## src/rtl/mem_access.sv

```systemverilog
// MEM-stage load/store unit: one req/ack data-bus transaction per start pulse,
// with store lane/enable generation, load extraction and misalign/timeout fault.
module mem_access #(
    parameter int unsigned TIMEOUT_CYCLES = 64
) (
    input  logic        clk,
    input  logic        rst,
    input  logic        start,
    input  logic        mem_write,
    input  logic [2:0]  ext_ctrl,
    input  logic [31:0] addr,
    input  logic [31:0] store_data,
    output logic        busy,
    output logic        done,
    output logic        fault,
    output logic [31:0] load_data,
    output logic        bus_req,
    output logic        bus_we,
    output logic [31:0] bus_addr,
    output logic [3:0]  bus_be,
    output logic [31:0] bus_wdata,
    input  logic        bus_ack,
    input  logic [31:0] bus_rdata
);

    typedef enum logic [1:0] {IDLE, REQ, RESP} state_t;
    typedef enum logic [1:0] {SZ_B, SZ_H, SZ_W} size_t;

    localparam int unsigned CW = (TIMEOUT_CYCLES > 2) ? $clog2(TIMEOUT_CYCLES) : 1;
    localparam logic [CW-1:0] TO_LAST = CW'((TIMEOUT_CYCLES == 0) ? 0 : TIMEOUT_CYCLES - 1);

    state_t      state, state_nx;
    size_t       size_in, size_q;
    logic        uns_q;
    logic [1:0]  off_q;
    logic        fault_q;
    logic [CW-1:0] cnt;
    logic        misaligned;
    logic        timed_out;
    logic [3:0]  be_in;
    logic [31:0] wdata_in;
    logic [7:0]  rd_byte;
    logic [15:0] rd_half;
    logic [31:0] ld_value;

    // funct3 bit 1 set (010, 011, 11x) means word; undefined codes fall in here.
    always_comb begin
        size_in = ext_ctrl[1] ? SZ_W : (ext_ctrl[0] ? SZ_H : SZ_B);
        misaligned = ((size_in == SZ_H) && addr[0]) ||
                     ((size_in == SZ_W) && (addr[1:0] != 2'b00));
        case (size_in)
            SZ_B:    begin be_in = 4'b0001 << addr[1:0]; wdata_in = {4{store_data[7:0]}};  end
            SZ_H:    begin be_in = 4'b0011 << addr[1:0]; wdata_in = {2{store_data[15:0]}}; end
            default: begin be_in = 4'b1111;              wdata_in = store_data;            end
        endcase
    end

    always_comb begin
        case (off_q)
            2'd0:    rd_byte = bus_rdata[7:0];
            2'd1:    rd_byte = bus_rdata[15:8];
            2'd2:    rd_byte = bus_rdata[23:16];
            default: rd_byte = bus_rdata[31:24];
        endcase
        rd_half = off_q[1] ? bus_rdata[31:16] : bus_rdata[15:0];
        case (size_q)
            SZ_B:    ld_value = uns_q ? {24'd0, rd_byte} : {{24{rd_byte[7]}}, rd_byte};
            SZ_H:    ld_value = uns_q ? {16'd0, rd_half} : {{16{rd_half[15]}}, rd_half};
            default: ld_value = bus_rdata;
        endcase
    end

    assign timed_out = (TIMEOUT_CYCLES != 0) && (cnt == TO_LAST);

    always_ff @(posedge clk or negedge rst) begin
        if (!rst) state <= IDLE;
        else      state <= state_nx;
    end

    always_comb begin
        state_nx = state;
        case (state)
            IDLE:    if (start) state_nx = misaligned ? RESP : REQ;
            REQ:     if (bus_ack || timed_out) state_nx = RESP;
            default: state_nx = IDLE;
        endcase
        busy    = (state != IDLE);
        done    = (state == RESP);
        bus_req = (state == REQ);
        fault   = (state == RESP) && fault_q;
    end

    always_ff @(posedge clk or negedge rst) begin
        if (!rst) begin
            size_q    <= SZ_B;
            uns_q     <= 1'b0;
            off_q     <= '0;
            fault_q   <= 1'b0;
            cnt       <= '0;
            load_data <= '0;
            bus_we    <= 1'b0;
            bus_addr  <= '0;
            bus_be    <= '0;
            bus_wdata <= '0;
        end else begin
            case (state)
                IDLE: if (start) begin
                    fault_q <= misaligned;
                    cnt     <= '0;
                    // A misaligned access never reaches the bus, so its fields stay unlatched.
                    if (!misaligned) begin
                        size_q    <= size_in;
                        uns_q     <= ext_ctrl[2];
                        off_q     <= addr[1:0];
                        bus_we    <= mem_write;
                        bus_addr  <= {addr[31:2], 2'b00};
                        bus_be    <= be_in;
                        bus_wdata <= wdata_in;
                    end
                end
                REQ: begin
                    if (bus_ack) begin
                        fault_q <= 1'b0;
                        if (!bus_we) load_data <= ld_value;
                    end else if (timed_out) begin
                        fault_q <= 1'b1;
                    end else if (cnt != '1) begin
                        cnt <= cnt + 1'b1;
                    end
                end
                default: ;
            endcase
        end
    end

endmodule

```

## config.mk

```make
export PLATFORM = sky130hd
export DESIGN_NAME = mem_access
export DESIGN_NICKNAME = d
export VERILOG_FILES = /design/src/rtl/mem_access.sv
export SDC_FILE = /design/constraint.sdc
export NUM_CORES = 1
export LEC_CHECK = 0
export CAP_MARGIN = 20
export CORE_MARGIN = 4
export CORE_UTILIZATION = 47
export CTS_CLUSTER_SIZE = 8
export DETAILED_ROUTE_END_ITERATION = 7
export GPL_TIMING_DRIVEN = 0
export PLACE_DENSITY = 0.9
export SETUP_SLACK_MARGIN = 0.02
export SLEW_MARGIN = 20
export SYNTH_ARGS = -nofsm -noshare
export SYNTH_HDL_FRONTEND = slang
export SYNTH_SLANG_ARGS = --single-unit
```

## constraint.sdc

```tcl
create_clock -name clk -period 4.6 [get_ports clk]
set_clock_uncertainty 0.15 [all_clocks]
set_input_delay 0.46 -clock clk [delete_from_list [all_inputs] [get_ports clk]]
set_output_delay 0.46 -clock clk [all_outputs]
set_load 0.1 [all_outputs]
```

# Word level (Yosys, flattened, before mapping)
# Index checks and enable logic that the tools add are counted.
# totals
output_inout_bits	105
ff_bits	113
in_bits	104
word_cells	70
# op_classes
n_bitwise	2
n_mux	22
eq_ne	15
addsub	1
n_shift	2
reduce_logical	17
# op_table
op	count
case mux 32 bit (2 select lines)	2
2-to-1 mux 32 bit	2
2-to-1 mux 6 bit	4
case mux 8 bit (3 select lines)	1
2-to-1 mux 16 bit	1
case mux 6 bit (2 select lines)	1
AND reduction 3 bit	3
== test 2 x 1 -> 1 bit (second input constant)	4
logical NOT 2 bit	4
2-to-1 mux 2 bit	4
case mux 4 bit (2 select lines)	1
adder 6 x 1 -> 6 bit (second input constant)	1
== test 2 bit (second input constant)	3
== test 6 bit (second input constant)	1
!= test 2 bit (second input constant)	3
!= test 6 bit (second input constant)	1
nonzero test 2 bit	3
AND reduction 5 bit	1
2-to-1 mux 1 bit	4
!= test 2 x 1 -> 1 bit (second input constant)	2
case mux 2 bit (2 select lines)	1
<< shifter 1 x 2 -> 4 bit (first input constant)	1
<< shifter 2 x 2 -> 4 bit (first input constant)	1
logical AND 1 bit	3
5 further kinds	7

# Longest topological paths before layout
# Gate-level depths: netlist (run 1).
# depth
ltp_word	8
ltp_mapped	8
mapped_depth_nobuf	5

# Least setup slack after synthesis (run 1)
# No wires, ideal clock.
# synth_path
kind	register to output
startpoint	register state[0]
endpoint	output fault
path_stages_with_launch	4
t_required_ns	3.990
arrival_time_ns	2.853
path_slack_ns	1.137
path_buffers	1
path_cell_list	dfrtp_1 buf_2 nor2b_1 and2_1
# synth_via
elab_chain_cells	2
# synth_lines
item	line	text
from (decl)	32	state_t state, state_nx;
from (signal assigned)	77	else state <= state_nx;
== test 2 bit	n/a	
named net done	14	output logic done,
logical AND 1 bit	90	fault = (state == RESP) && fault_q;
to (decl)	15	output logic fault,
# The timed path passes the listed nets, and every way through them passes these cells.

# Worst setup path after layout (run 1)
# layout_path
startpoint	register state[1]
endpoint	output fault
# layout_via
elab_chain_cells	2
# layout_lines
item	line
== test 2 bit	90
logical AND 1 bit	90
# No other way between the ends.

==> summary.md, run 1 <==
| Metric | Value |
|---|---|
| Max_slew headroom | `29.8%` |
| DP HPWL | `13300 um` |
| Hold/Removal Path Class | `input port to register` |
| Compound-Gate Fraction of Synth Area | `13.0%` |
| Fin crit share | `67.7%` |
| Gr ovfl total | `0` |
| Antenna violations before repair | `0` |
| Clock Root Buffer | `clkbuf_16` |
| Layout area overhead | `53.3%` |
| CP Launch Type | `register` |
| Gr usage total | `28.8%` |
| Async S/R FF share, synth | `100%` |
| Adder-Cell Fraction of Synth Area | `0.234%` |
| Worst setup path class | `register to output pin` |
| Largest net degree at the start of global routing | `70` |
| Vias/cell | `5.64` |
| # Post-CTS Setup Buffers | `0` |
| Routed WL | `18300 um` |
| Critical Path Slowest Stage Cell | `clkdlybuf4s50_1` |
| Starting DRT DRC Count | `417` |
| First-pass GRT wire length | `29500 um` |
| Max Clock Freq | `0.321 GHz` |
| Worst-Margin Slew | `1.05 ns` |
| Depth of the CTS H-tree | `4` |
| Register bit total from synthesis | `113` |
| Final core occ | `74.6%` |
| Outcome | `complete, no violations` |
| Die area | `13100 um^2` |
| Worst EP required | `3.99 ns` |
| Crit path time final | `3.11 ns` |
| Die X | `115 um` |
| Final cell count without fillers | `959` |
| Crit path setup slack, layout | `1.49 ns` |
| Top_reg_cell synth | `dfrtp_1` |
| TritonCTS clock tree | `built` |
| Crit path cell chain | `buf_2 > nor2b_1 > and2_1 > clkdlybuf4s50_1` |
| CTS resizes | `0` |
| Final Max Slew Viols | `0` |
| Max Fanout on Critical Path | `10` |
| Clk buf depth | `2` |
| Global placement routability congestion | `0.935` |
| Clk sinks | `113` |
| Antenna Diode Count | `0` |
| Hold slack final | `0.244 ns` |
| Initial Util | `48.7%` |
| TritonCTS buffer count | `17` |
| Setup Viol. Count Final | `0` |
| Seq/Total Area, Yosys | `52.9%` |
| RSZ-0062 raised after global routing | `false` |
| EDFF count, synth | `0` |
| Final-report hold violation count | `0` |
| NumNets Final | `912` |
| Post-route antenna net violation count | `0` |
| Core area | `11000 um^2` |
| Total of max-cap violations | `0` |
| Cells after Synth | `582` |
| Main combinational cell family by area after synthesis | `simple AND/OR/NAND/NOR gates` |
| DP Worst Slack | `1.73 ns` |
| Synth Warn # | `0` |
| Chip height | `115 um` |
| Num ports | `209` |
| Vias in the first global route | `5699` |
| # DRC | `0` |
| Layout cells sized above 1 | `8.30%` |
| Post-Synth XOR/XNOR Area | `0.164%` |
| Avg Cell Area, Syn | `9.19 um^2` |
| Input/output buffers | `203` |
| Post-synthesis cell type count | `49` |
| Commonest cells after routing, fill and taps aside | `clkdlybuf4s50_1 (202), nand2_1 (176), dfrtp_1 (113)` |
| CP Capture Type | `output pin` |
| Inst Count DP | `927` |
| Site Rows | `38` |
| Wirelength per Cell | `19.1 um` |
| Worst path max stage delay | `1.12 ns` |
| Clock latency on the worst-skew pair | `0.41 ns` |
| Vias | `5412` |
| Most common cell after layout, fill and taps aside | `clkdlybuf4s50_1` |
| Critical Path AT | `2.50 ns` |
| DRT Pass-1 Iters | `5` |
| Clock slew seen by the registers of the worst setup and hold paths | `0.05 ns` |
| Post-Synth Simple-Gate Area | `24.4%` |
| Mapped cell area | `5350 um^2` |
| Mux cell area share after synthesis | `5.52%` |
-- metrics by stage --
stage | setup TNS [ns] | instance area, um^2
final | 0 | 8200
after global routing | 0 | 8200
after CTS | 0 | 8200
after detailed placement | 0 | 7590
after global placement | -151.07 | 7560
after floorplan | 0 | 5350
-- worst max-delay path, delay by kind of cell (launching register included) --
kind,cells,cell delay (ns)
buf+inv,2,1.36
flops,1,0.37
simple gates,2,0.37
-- layer usage --
| layer | part of all wire [%] | GRT usage (%) | routed length (um) | vias to the layer above |
|---|---|---|---|---|
| li1 | - | - | - | 2434 |
| met1 | 37 | 33.6 | 6850 | 2619 |
| met2 | 49 | 48.1 | 8890 | 310 |
| met3 | 11 | 10.6 | 1990 | 49 |
| met4 | 3.1 | 11.2 | 569 | 0 |
| met5 | 0 | 0 | 0 | - |
-- cells in the mapped netlist, types with 2 or more instances --
library cell | n | area (um^2)
a221o_1 | 8 | 80.1
mux2_2 | 2 | 22.5
a311oi_1 | 2 | 17.5
nor2b_1 | 12 | 75.1
nor2_1 | 30 | 113
nor3_1 | 6 | 30.0
a21o_1 | 2 | 15.0
buf_2 | 14 | 70.1
buf_4 | 3 | 22.5
o21ai_0 | 18 | 90.1
nand2_1 | 176 | 661
clkbuf_1 | 24 | 90.1
dfrtp_1 | 113 | 2830
nor3b_1 | 2 | 15.0
o211ai_1 | 2 | 15.0
and3_1 | 3 | 18.8
nand2b_1 | 10 | 62.6
o22a_1 | 6 | 52.6
a21oi_1 | 31 | 155
a22oi_1 | 14 | 105
o21ai_2 | 8 | 70.1
mux2i_1 | 25 | 250
a31oi_1 | 8 | 50.1
or2_2 | 2 | 12.5
nand3_1 | 37 | 185
-- logic make-up (layout without fill, tap and decap cells) --
logic type,count (synthesis),count (layout)
adders and majority gates,1,1
AOI/OAI and AO/OA,104,104
muxes,28,28
buffers and inverters,44,280
other,1,2
xor gates and xnor gates,1,1
DFF,113,113
and+or+nand+nor,290,290
-- registers in the layout (all words and copies together), names as in the netlist --
| register | flops |
|---|---|
| bus_addr | 30 |
| state | 2 |
| cnt | 6 |
| uns_q | 1 |
| fault_q | 1 |
| bus_wdata | 32 |
| bus_be | 4 |
| load_data | 32 |
| off_q | 2 |
| bus_we | 1 |
| size_q | 2 |
-- worst paths after layout --
check	from	slack [ns]	cells after the start	end
setup / recovery	state[1]	1.49	4	fault
hold / removal	addr[0]	0.24	3	off_q[0]
setup reg to reg	state[1]	2.25	7	bus_addr[29]
hold reg to reg	bus_addr[7]	0.32	2	bus_addr[7]
max in group asynchronous	rst	3.16	3	bus_addr[12]
min in group asynchronous	rst	0.49	2	bus_wdata[17]
-- cell type report --
type,instances,area (um^2)
tap,140,175
clock inverter,9,105
sequential,113,2830
inverter,2,7.51
clock buffer,22,494
multi-input combinational,426,2320
fill,716,2790
buffer,42,194
timing repair buffer,205,2070
-- what timing repair did --
item	4_1_cts	5_1_grt
hold buffers	1	0
setup endpoints to repair	0	0
endpoints found under the hold margin	68	0
Power of run 1 is not shown: default switching activity piles up to over one toggle a cycle in this logic, so the estimate is an artifact.
==> inputs of run 2 (changes only) <==
--- a/config.mk
+++ b/config.mk
@@ -7,11 +7,11 @@
 export LEC_CHECK = 0
 export CAP_MARGIN = 20
 export CORE_MARGIN = 4
-export CORE_UTILIZATION = 47
+export CORE_UTILIZATION = 44
 export CTS_CLUSTER_SIZE = 8
 export DETAILED_ROUTE_END_ITERATION = 7
 export GPL_TIMING_DRIVEN = 0
-export PLACE_DENSITY = 0.9
+export PLACE_DENSITY = 0.86
 export SETUP_SLACK_MARGIN = 0.02
 export SLEW_MARGIN = 20
 export SYNTH_ARGS = -nofsm -noshare
==> constraint.sdc (replaced) <==
create_clock -name clk -period 3.03 [get_ports clk]
set_clock_uncertainty 0.15 [all_clocks]
set_input_delay 0.303 -clock clk [delete_from_list [all_inputs] [get_ports clk]]
set_output_delay 0.303 -clock clk [all_outputs]
set_load 0.1 [all_outputs]
==> summary.md, run 2 (synthesized netlist as in run 1, its figures left out) <==
| Metric | Value |
|---|---|
| TritonCTS clock tree | `built (unchanged)` |
| Clock Root Buffer | `clkbuf_16 (unchanged)` |
| Die X | `118 um (was 115 um)` |
| CP Launch Type | `register (unchanged)` |
| Largest registers | `bus_wdata: 32 flops, load_data: 32 flops, bus_addr: 30 flops (unchanged)` |
| Met3 usage | `10.8% (was 10.6%)` |
| Clk sinks | `113 (unchanged)` |
| Input/output buffers | `203 (unchanged)` |
| Gr usage total | `26.0% (was 28.8%)` |
| Reg-to-Reg End | `bus_addr[22] (was bus_addr[29])` |
| Layout area overhead | `54.0% (was 53.3%)` |
| Setup_tns | `0 ns (unchanged)` |
| Max Clock Freq | `0.342 GHz` |
| DP Worst Slack | `0.358 ns (was 1.73 ns)` |
| Max Fanout on Critical Path | `10 (unchanged)` |
| TritonCTS buffer count | `17 (unchanged)` |
| Fill count | `870 (was 716)` |
| NumNets Final | `912 (unchanged)` |
| Reg-to-reg startpoint | `state[1] (unchanged)` |
| Vias | `5275 (was 5412)` |
| CP Capture Type | `output pin (unchanged)` |
| Vias/cell | `5.48 (was 5.64)` |
| Worst EP required | `2.58 ns (was 3.99 ns)` |
| Hold slack final | `0.0779 ns (was 0.244 ns)` |
| # DRC | `0 (unchanged)` |
| Worst-Margin Slew | `1.04 ns (was 1.05 ns)` |
| Layout cells sized above 1 | `8.30% (unchanged)` |
| Starting DRT DRC Count | `413 (was 417)` |
| Num ports | `209 (unchanged)` |
| Fin crit share | `96.4%` |
| Clock slew seen by the registers of the worst setup and hold paths | `0.05 ns (about the same)` |
| Outcome | `complete, no violations (unchanged)` |
| DP HPWL | `13600 um (was 13300 um)` |
| Core area | `11700 um^2 (was 11000 um^2)` |
| Setup Viol. Count Final | `0 (unchanged)` |
| R2R cell count | `7 (unchanged)` |
| Gr ovfl total | `0 (unchanged)` |
| Final Max Slew Viols | `0 (unchanged)` |
| Max_slew headroom | `30.2% (was 29.8%)` |
| DRT Pass-1 Iters | `5 (unchanged)` |
| GR peak layer | `met2 (unchanged)` |
| Routed WL | `18000 um (was 18300 um)` |
| Hold path endpoint | `off_q[0] (unchanged)` |
| Initial Util | `45.8% (was 48.7%)` |
| Largest net degree at the start of global routing | `60 (was 70)` |
| Chip height | `118 um (was 115 um)` |
| Total of max-cap violations | `0 (unchanged)` |
| Clk buf depth | `2 (unchanged)` |
| Hold path depth | `3 (unchanged)` |
| Antenna Diode Count | `0 (unchanged)` |
| Die area | `14000 um^2 (was 13100 um^2)` |
| Clock latency on the worst-skew pair | `0.41 ns (about the same)` |
| RSZ-0062 raised after global routing | `false (unchanged)` |
| Min-Delay Startpoint | `addr[0] (unchanged)` |
| Met1 global-route usage | `30.6% (was 33.6%)` |
| Post-route antenna net violation count | `0 (unchanged)` |
| Critical Path AT | `2.47 ns (was 2.50 ns)` |
| Depth of the CTS H-tree | `4 (unchanged)` |
| R2R setup slack | `0.70 ns (was 2.25 ns)` |
| Site Rows | `39 (was 38)` |
| Worst setup path class | `register to output pin (unchanged)` |
| First-pass GRT wire length | `29100 um (was 29500 um)` |
| Vias in the first global route | `5476 (was 5699)` |
| Crit path setup slack, layout | `0.109 ns (was 1.49 ns)` |
| Hold/Removal Path Class | `input port to register (unchanged)` |
| Crit path time final | `2.92 ns` |
| Wirelength per Cell | `18.7 um (was 19.1 um)` |
| Antenna violations before repair | `0 (unchanged)` |
| Commonest cells after routing, fill and taps aside | `clkdlybuf4s50_1 (201), nand2_1 (176), dfrtp_1 (113) (was clkdlybuf4s50_1 (202), nand2_1 (176), dfrtp_1 (113))` |
| Most common cell after layout, fill and taps aside | `clkdlybuf4s50_1 (unchanged)` |
| Final-report hold violation count | `0 (unchanged)` |
| Global placement routability congestion | `0.924 (was 0.935)` |
| M2 GR Usage | `42.9% (was 48.1%)` |
| Final core occ | `70.6% (was 74.6%)` |
run 2: repair_timing:
action                                  CTS  global route
buffers inserted                          0             0
endpoints found under the hold margin    54             0
resized for setup                         0             1
endpoints found under the setup margin    0             1
hold buffers                              1             0
run 2: how the worst max path moves through the flow:
stage | start | endpoint | cells after the start
6_report | state[0] | bus_req | 3
5_1_grt | state[0] | bus_req | 3
4_1_cts | state[1] | fault | 4
3_5_place_dp | addr[1] | bus_addr[30] | 7
3_3_place_gp | rst | bus_addr[17] | 1
2_1_floorplan | state[1] | fault | 3
run 2: worst max-delay path: stages (launching register included):
cell	delay [ns]
dfrtp_1	0.41
buf_2	0.23
nor2b_1	0.24
clkdlybuf4s50_1	1.18
run 2: layout make-up:
| cell class | instances | area [um^2] | share of cell area [%] |
|---|---|---|---|
| repair buffers | 205 | 2070 | 25.2 |
| clock inverters | 10 | 156 | 1.90 |
| well taps | 143 | 179 | 2.17 |
| multi-input cells | 426 | 2320 | 28.2 |
| flip-flops and latches | 113 | 2830 | 34.4 |
| clock buffers | 21 | 470 | 5.72 |
| plain buffers | 42 | 194 | 2.36 |
| inverters | 2 | 7.51 | 0.0912 |
run 2: per-stage QoR:
step           area, um^2  instances
6_report             8230        962
5_1_grt              8230        962
4_1_cts              8230        962
3_5_place_dp         7590        930
3_3_place_gp         7560        929
2_1_floorplan        5350        583
run 2: routing by layer:
metal	up-vias	routed length, um
met5	-	0
met4	0	406
met3	28	2120
met2	287	8700
met1	2525	6790
li1	2435	-
Power of run 2 is left out for the same reason.
==> inputs of run 3 (changes only) <==
--- a/config.mk
+++ b/config.mk
@@ -5,13 +5,14 @@
 export SDC_FILE = /design/constraint.sdc
 export NUM_CORES = 1
 export LEC_CHECK = 0
+export ABC_AREA = 1
 export CAP_MARGIN = 20
 export CORE_MARGIN = 4
 export CORE_UTILIZATION = 44
 export CTS_CLUSTER_SIZE = 8
 export DETAILED_ROUTE_END_ITERATION = 7
 export GPL_TIMING_DRIVEN = 0
-export PLACE_DENSITY = 0.86
+export PLACE_DENSITY = 0.85
 export SETUP_SLACK_MARGIN = 0.02
 export SLEW_MARGIN = 20
 export SYNTH_ARGS = -nofsm -noshare
==> summary.md, run 3 <==
| Metric | Value |
|---|---|
| CP Capture Type | `output pin (unchanged)` |
| Global placement routability congestion | `0.892 (was 0.924)` |
| Commonest cells in the netlist | `nand2_1 (281), dfrtp_1 (113), a21oi_1 (52) (was nand2_1 (176), dfrtp_1 (113), nand3_1 (37))` |
| Clock slew seen by the registers of the worst setup and hold paths | `0.05 ns (about the same)` |
| Reg-to-reg startpoint | `state[1] (unchanged)` |
| Top_reg_cell synth | `dfrtp_1 (unchanged)` |
| Most common cell after layout, fill and taps aside | `nand2_1 (was clkdlybuf4s50_1)` |
| Clock Root Buffer | `clkbuf_16 (unchanged)` |
| Post-synthesis cell type count | `28 (was 49)` |
| Mapped cell area | `5420 um^2 (was 5350 um^2)` |
| Largest area contributor in the netlist | `dfrtp_1 (unchanged)` |
| Hold Buf Count CTS | `1 (unchanged)` |
| Post-synth top area share | `52.2% (was 52.9%)` |
| Gr ovfl total | `0 (unchanged)` |
| # Post-CTS Setup Buffers | `0 (unchanged)` |
| Crit path cell chain | `inv_1 > nand2_1 > inv_2 > clkdlybuf4s50_1 (was buf_2 > nor2b_1 > clkdlybuf4s50_1)` |
| NumNets Final | `1030 (was 912)` |
| Initial Util | `45.1% (was 45.8%)` |
| Setup Viol. Count Final | `0 (unchanged)` |
| Area contributors post-synth | `dfrtp_1 (52%), nand2_1 (19%), a21oi_1 (4.8%) (was dfrtp_1 (53%), nand2_1 (12%), mux2i_1 (4.7%))` |
| Fill count | `916 (was 870)` |
| Largest registers | `bus_wdata: 32 flops, load_data: 32 flops, bus_addr: 30 flops (unchanged)` |
| Final core occ | `69.5% (was 70.6%)` |
| Crit path time final | `2.78 ns (was 2.92 ns)` |
| DRT Pass-1 Iters | `6 (was 5)` |
| Chip height | `119 um (was 118 um)` |
| Outcome | `complete, no violations (unchanged)` |
| Worst setup path class | `register to output pin (unchanged)` |
| Final Max Slew Viols | `0 (unchanged)` |
| Depth of the CTS H-tree | `4 (unchanged)` |
| # DRC | `0 (unchanged)` |
| Max Fanout on Critical Path | `5 (was 10)` |
| Post-route antenna net violation count | `0 (unchanged)` |
| Min-Delay Startpoint | `addr[15] (was addr[0])` |
| Clk sinks | `113 (unchanged)` |
| Seq/Total Area, Yosys | `52.2% (was 52.9%)` |
| Critical Path Slowest Stage Cell | `clkdlybuf4s50_1 (unchanged)` |
| Num ports | `209 (unchanged)` |
| CP Launch Type | `register (unchanged)` |
| Worst EP required | `2.58 ns (about the same)` |
| Vias/cell | `5.10 (was 5.48)` |
| RSZ-0062 raised after global routing | `false (unchanged)` |
| Hold path endpoint | `bus_addr[15] (was off_q[0])` |
| Commonest cells after routing, fill and taps aside | `nand2_1 (281), clkdlybuf4s50_1 (205), dfrtp_1 (113) (was clkdlybuf4s50_1 (201), nand2_1 (176), dfrtp_1 (113))` |
| Starting DRT DRC Count | `528 (was 413)` |
| Max_slew headroom | `30.4% (was 30.2%)` |
| Clk buf depth | `2 (unchanged)` |
| Hold path depth | `3 (unchanged)` |
| Input/output buffers | `206 (was 203)` |
| Cells after Synth | `697 (was 582)` |
| Layout cells sized above 1 | `9.70% (was 8.30%)` |
| Layout area overhead | `54.1% (was 54.0%)` |
| R2R cell count | `9 (was 7)` |
| Synth Warn # | `0 (unchanged)` |
| Hold/Removal Path Class | `input port to register (unchanged)` |
| Avg Cell Area, Syn | `7.77 um^2 (was 9.19 um^2)` |
| Antenna violations before repair | `1 (was 0)` |
| First-pass GRT wire length | `28000 um (was 29100 um)` |
| Worst-Margin Slew | `1.04 ns (about the same)` |
| R2R setup slack | `1.18 ns (was 0.70 ns)` |
| Die area | `14100 um^2 (was 14000 um^2)` |
| Routed WL | `17900 um (was 18000 um)` |
| Largest net degree at the start of global routing | `58 (was 60)` |
| Total of max-cap violations | `0 (unchanged)` |
| Final-report hold violation count | `0 (unchanged)` |
| Reg-to-Reg End | `load_data[23] (was bus_addr[22])` |
| Core area | `12000 um^2 (was 11700 um^2)` |
| Critical Path AT | `2.33 ns (was 2.47 ns)` |
| Max Clock Freq | `0.360 GHz (was 0.342 GHz)` |
| CTS resizes | `0 (unchanged)` |
| Worst path max stage delay | `1.15 ns (was 1.18 ns)` |
| Wirelength per Cell | `16.5 um (was 18.7 um)` |
| TritonCTS clock tree | `built (unchanged)` |
| Site Rows | `40 (was 39)` |
| Vias | `5544 (was 5275)` |
| Gr usage total | `25.5% (was 26.0%)` |
| Die X | `119 um (was 118 um)` |
| TritonCTS buffer count | `17 (unchanged)` |
| Top-count cell post-synth | `nand2_1 (unchanged)` |
| Vias in the first global route | `5602 (was 5476)` |
| Register bit total from synthesis | `113 (unchanged)` |
| Fin crit share | `91.8% (was 96.4%)` |
| Clock latency on the worst-skew pair | `0.41 ns (about the same)` |
| EDFF count, synth | `0 (unchanged)` |
| DP HPWL | `13000 um (was 13600 um)` |
| Async S/R FF share, synth | `100% (unchanged)` |
-- run 3: cell count changes after synthesis, moves of 14 or more --
cell	previous run	this run
inv_1	1	40
a22oi_1	14	0
or2_2	2	28
a21oi_1	31	52
o21ai_1	1	19
nand2_1	176	281
mux2i_1	25	0
-- run 3: cell type report --
cell class | instances | area, um^2 | share of cell area [%]
diodes | 1 | 2.50 | 0.0300
plain buffers | 37 | 208 | 2.49
clock buffers | 22 | 484 | 5.80
clock inverters | 10 | 155 | 1.86
inverters | 45 | 169 | 2.02
multi-input cells | 503 | 2210 | 26.5
flip-flops and latches | 113 | 2830 | 33.9
well taps | 147 | 184 | 2.20
repair buffers | 208 | 2100 | 25.2
-- run 3: per-layer routing --
metal	share of wire, %	vias to the layer above	global-route usage (%)
li1	-	2657	-
met1	37	2560	27.6
met2	48	281	42.9
met3	11	46	11.4
met4	3.6	0	11.2
met5	0	-	0
-- run 3: critical path: cells and delay by family (launching register included) --
kind                   cells  cell delay, ns
and+or+nand+nor            1            0.13
buffers and inverters      3            1.39
DFF                        1            0.39
-- run 3: per-stage QoR --
stage	area, um^2	std cells	TNS, ns	setup slack (ns)	hold WS, ns
2_1_floorplan	5420	698	0	0.825	-0.143
6_report	8350	1086	0	0.249	0.271
4_1_cts	8340	1085	0	0.251	0.260
3_5_place_dp	7690	1052	0	0.707	0.157
5_1_grt	8350	1086	0	0.169	0.276
3_3_place_gp	7660	1051	-330.64	-2.93	0.303
-- run 3: kinds of logic (layout without fill, tap and decap cells) --
| logic type | Yosys count | after routing | share of synthesized area (%) |
|---|---|---|---|
| other cells | 1 | 3 | 0.0692 |
| flops | 113 | 113 | 52.2 |
| buf+inv | 82 | 322 | 6.95 |
| xor+xnor | 2 | 2 | 0.324 |
| compound gates | 115 | 115 | 11.4 |
| fa+ha+maj | 1 | 1 | 0.231 |
| simple gates | 383 | 383 | 28.8 |
-- run 3: how the worst max path moves through the flow --
stage / start / to / slack, ns / cells past startpoint
after detailed placement: state[1] / bus_req / 0.71 / 4
final: state[1] / bus_req / 0.25 / 4
after global routing: state[1] / bus_req / 0.17 / 4
after floorplan: state[1] / bus_addr[10] / 0.83 / 10
after CTS: state[1] / bus_req / 0.25 / 4
after global placement: rst / bus_addr[15] / -2.93 / 1
Power of run 3 is left out for the same reason.
